$ cat config.mk
export PLATFORM = sky130hd
export DESIGN_NAME = serial_sub_ctrl
export DESIGN_NICKNAME = d
export VERILOG_FILES = /design/src/rtl/serial_sub_ctrl.sv
export SDC_FILE = /design/constraint.sdc
export NUM_CORES = 1
export LEC_CHECK = 0
export BUFFER_PORTS_ARGS = -buffer_cell sky130_fd_sc_hd__buf_2
export CORE_ASPECT_RATIO = 1.25
export CORE_MARGIN = 3
export CORE_UTILIZATION = 55
export DETAILED_ROUTE_END_ITERATION = 8
export PLACE_DENSITY = 0.78
export SETUP_SLACK_MARGIN = 0.15
export SYNTH_ARGS = -nofsm -noshare
export SYNTH_HDL_FRONTEND = slang
export SYNTH_SLANG_ARGS = --single-unit
$ cat constraint.sdc
create_clock -name clk -period 1.9 [get_ports clk]
set_input_delay 0 -clock clk [delete_from_list [all_inputs] [get_ports clk]]
set_output_delay 0 -clock clk [all_outputs]
set_load 0.02 [all_outputs]
$ cat src/rtl/serial_sub_ctrl.sv
// serial_sub_ctrl
// Bit-serial subtractor controller. One full-subtractor slice is stepped over
// WIDTH clock cycles, LSB first, to form (a - b - bin) mod 2^WIDTH plus the
// final borrow. The borrow is carried between slices in a flop.
//
// Ports:
//   clk        system clock, rising edge
//   rst        asynchronous active-high reset
//   start      request; only looked at while idle
//   a, b, bin  minuend, subtrahend, borrow-in; captured when start is accepted
//   busy       high in SHIFT and DONE
//   done       one-cycle pulse, diff/borrow_out valid
//   diff       result, held until the next completion or reset
//   borrow_out final borrow (a < b + bin, unsigned)
//
// state | meaning
// IDLE  | waiting for start
// SHIFT | one bit slice per cycle, WIDTH cycles
// DONE  | result presented for exactly one cycle
module serial_sub_ctrl #(
  parameter int WIDTH = 8
) (
  input  logic             clk,
  input  logic             rst,
  input  logic             start,
  input  logic [WIDTH-1:0] a,
  input  logic [WIDTH-1:0] b,
  input  logic             bin,
  output logic             busy,
  output logic             done,
  output logic [WIDTH-1:0] diff,
  output logic             borrow_out
);

  localparam int CW = $clog2(WIDTH + 1);
  localparam logic [CW-1:0] LAST = CW'(WIDTH - 1);

  typedef enum logic [1:0] {
    IDLE  = 2'b00,
    SHIFT = 2'b01,
    DONE  = 2'b10
  } state_t;

  state_t           state;
  logic [WIDTH-1:0] a_sh;
  logic [WIDTH-1:0] b_sh;
  logic [WIDTH-1:0] acc;
  logic [WIDTH-1:0] acc_next;
  logic             br;
  logic [CW-1:0]    cnt;
  logic             d_bit;
  logic             bo_bit;

  always_comb begin
    d_bit  = a_sh[0] ^ b_sh[0] ^ br;
    bo_bit = (~a_sh[0] & b_sh[0]) | (~(a_sh[0] ^ b_sh[0]) & br);
    // New bit enters at the MSB; written this way so WIDTH=1 needs no special case.
    acc_next = acc >> 1;
    acc_next[WIDTH-1] = d_bit;
  end

  assign busy = (state == SHIFT) || (state == DONE);
  assign done = (state == DONE);

  always_ff @(posedge clk or posedge rst) begin
    if (rst) begin
      state      <= IDLE;
      a_sh       <= '0;
      b_sh       <= '0;
      acc        <= '0;
      br         <= 1'b0;
      cnt        <= '0;
      diff       <= '0;
      borrow_out <= 1'b0;
    end else begin
      case (state)
        IDLE: begin
          if (start) begin
            a_sh  <= a;
            b_sh  <= b;
            br    <= bin;
            cnt   <= '0;
            acc   <= '0;
            state <= SHIFT;
          end
        end
        SHIFT: begin
          acc  <= acc_next;
          a_sh <= a_sh >> 1;
          b_sh <= b_sh >> 1;
          br   <= bo_bit;
          cnt  <= cnt + CW'(1);
          if (cnt == LAST) begin
            // Final slice: publish the completed word so it is valid alongside done.
            diff       <= acc_next;
            borrow_out <= bo_bit;
            state      <= DONE;
          end
        end
        DONE:    state <= IDLE;
        default: state <= IDLE;
      endcase
    end
  end

endmodule
==> results.toml <==
[clocking]
cts_made_buffers = 5
clock-sinks = 39
path_clk_slew_ns = 0.08
insertion_delay_ns = 0.29
root_buffer = "clkbuf_8"
cts.path.max_buffers = 2
post_cts_resized = 0
h-tree-depth = 2
cts_tree = "yes"

[die]
die_height_um = 71.42
die_x_um = 58.34
initial_utilization_pct = 57.91
dieArea_mm2 = 0.004166
rows = 23
design.core.area_mm2 = 0.003252
io_pins = 31

[route]
drc_errors = 0
routed_wl_um = 3454
vias_per_cell = 5.650
drtPass1Iterations = 4
wl_per_cell_um = 14.57
drt_iter0_drc = 32
antenna_left = 0
vias = 1339

[logic_synthesis]
synth_flop_cell = "dfrtp_1"
synthArstFlopShare_pct = 100.0
yosys_warnings = 0
synth_area_per_cell_um2 = 11.48
synth_most_common_cell = "dfrtp_1"
synth_edf_count = 0
syn_nets = 190
syn_area_mm2 = 0.001883
syn_inst = 164
yosysUniqueCellTypes = 28
ys_top_cells_by_count = "39 x dfrtp_1, 24 x o21ai_0, 20 x mux2i_1, 20 x nand2_1, 8 x mux2_2"
synth_seq_cells = 39
synth_area_leaders = "dfrtp_1 52%, mux2i_1 11%, o21ai_0 6.4%, mux2_2 4.8%, nand2_1 4.0%"
ys_seq_area_share_pct = 51.83
synth_area_leader_cell = "dfrtp_1"
netlist.area_leader.share_pct = 51.83

[global_routing]
antenna_found_initial = 0
grt_max_degree = 41
grt_pass1_wl_um = 5858
gr-total-overflow = 0
grt.total_usage_pct = 18.65
grt_pass1_vias = 1386

[pwr]
leakagePower_nw = 1.067
p_sw_share_pct = 39.02
p_int_mw = 2.033
power_density_mw_per_mm2 = 1530
pwr-share-seq_pct = 41.3
power_mw = 3.334
clkPwrFrac_pct = 16.1
pwr-share-comb_pct = 42.6
power.switching_mw = 1.301
ir_worst_vdd_uv = 949.3

[worst_setup_path]
start_kind = "flop"
reg2reg_depth = 4
worstPathArrival_ns = 1.74
cp_slowest_stage_delay_ns = 0.40
cp.required_ns = 2.08
end_kind = "flop"
path_buf_inv = 1
cp.depth = 4
crit_family = "flip-flops"
slowest_stage = "dfrtp_1"
critPathMaxFanout = 10
crit_type = "flop to flop"
worstPathCellList = "inv_1 > ha_2 > nand4b_2 > mux2_2"

[timing]
fmax_mhz = 641.2
skew_ns = 0.007453
fin_crit_sh_pct = 82.09
rsz0062_at_grt = "false"
setup_viol_count_final = 0
fin_setup_tns_ns = 0
timing.final.crit_period_ns = 1.560
final_max_slew_viol_count = 0
hold_viol_final = 0
tightest_slew_ns = 0.4844
slew_headroom_pct = 67.70

[placed_design]
gp_congestion = 0.7159
place_inst = 226
hpwl_um = 2537
dpl_cell_area_mm2 = 0.002064
port_buffers = 30

[finish]
stdcell_count = 237
postLayoutCellArea_mm2 = 0.002180
synthToLayoutAreaGrowth_pct = 15.75
n_antenna_cell = 0
drive_above_1_share_pct = 28.00
fill_cells = 273
final_nets = 225

[status]
outcome = "complete, no violations"

[hold_path]
min_path_type = "input pin to flop"
min_path_cells = 3

[flow_run]
drv_cap = 0
layout make-up:
cell class                 instances  area, um^2  share of cell area (%)
clock buffer                       6       72.57                   3.330
inverter                           7       26.28                   1.206
tap                               37       46.29                   2.124
sequential                        39       975.9                   44.78
timing repair buffer              39       237.7                   10.91
clock inverter                     2       12.51                  0.5741
multi-input combinational        107       808.3                   37.08
cell usage in the layout, fill, tap and decap left out, drive strengths merged, types with 3 or more instances in the layout:
cell	n
buf	36
ha	5
dfrtp	39
mux2	9
nand2	20
a21oi	4
inv	7
nand2b	3
o21ai	24
a32oi	5
a32o	3
mux2i	21
dlygate4sd3	3
nand3b	3
clkbuf	6
timing repair:
item,in CTS,in global routing
setup buffers,0,0
hold buffers,3,0
endpoints found under the hold margin,41,0
power by group through the flow:
stage | logic, mW | clock network (mW) | registers, mW
5_1_grt | 1.58 | 0.587 | 1.42
3_3_place_gp | 1.34 | 0 | 1.36
4_1_cts | 1.44 | 0.548 | 1.38
2_1_floorplan | 1.08 | 0 | 1.37
3_5_place_dp | 1.43 | 0 | 1.40
6_report | 1.42 | 0.537 | 1.38
registers in the layout, indices dropped and copies added (netlist names):
register,cells
diff,8
borrow_out,1
a_sh,8
b_sh,8
br,1
acc,7
cnt,4
state,2
worst min-delay path, cell delays in order:
cell and delay (ns):
buf_2 0.08, mux2i_1 0.05, o21ai_0 0.13
through the flow:
stage | setup WS, ns | util [%] | hold WS [ns]
finish | 0.3404 | 67.03 | 0.005289
CTS | 0.3177 | 67.03 | 0.006593
global placement | 0.4083 | 63.49 | 0.1304
detailed placement | 0.3247 | 63.49 | 0.1464
floorplan | 0.3667 | - | 0.1484
global route | 0.1987 | 67.03 | 0.02522
path summary, 6_finish.rpt:
| check | endpoint | slack, ns | start |
|---|---|---|---|
| max | diff[5] | 0.34 | state[1] |
| min | b_sh[1] | 0.005 | b[1] |
| max reg2reg | diff[5] | 0.34 | state[1] |
| min reg2reg | a_sh[1] | 0.49 | a_sh[1] |
| max in group asynchronous | acc[1] | 1.19 | rst |
| min in group asynchronous | borrow_out | 0.36 | rst |
cell families (layout without fill, tap and decap cells):
| family | Yosys count | after routing | share of synthesized area, % |
|---|---|---|---|
| muxes | 30 | 30 | 16.74 |
| buffers and inverters | 18 | 54 | 5.382 |
| xor gates and xnor gates | 1 | 1 | 0.4652 |
| DFF | 39 | 39 | 51.83 |
| and+or+nand+nor | 32 | 32 | 8.704 |
| AOI/OAI and AO/OA | 38 | 38 | 12.49 |
| adders and majority gates | 6 | 6 | 4.385 |
metal layers:
layer	GRT usage (%)	share of wire, %	vias to the layer above
met1	20.12	39	648
met2	33.54	54	34
met5	0	0	-
li1	-	-	648
met3	3.964	4.4	9
met4	9.278	2.1	0
Power figures use the tool's default switching activity.
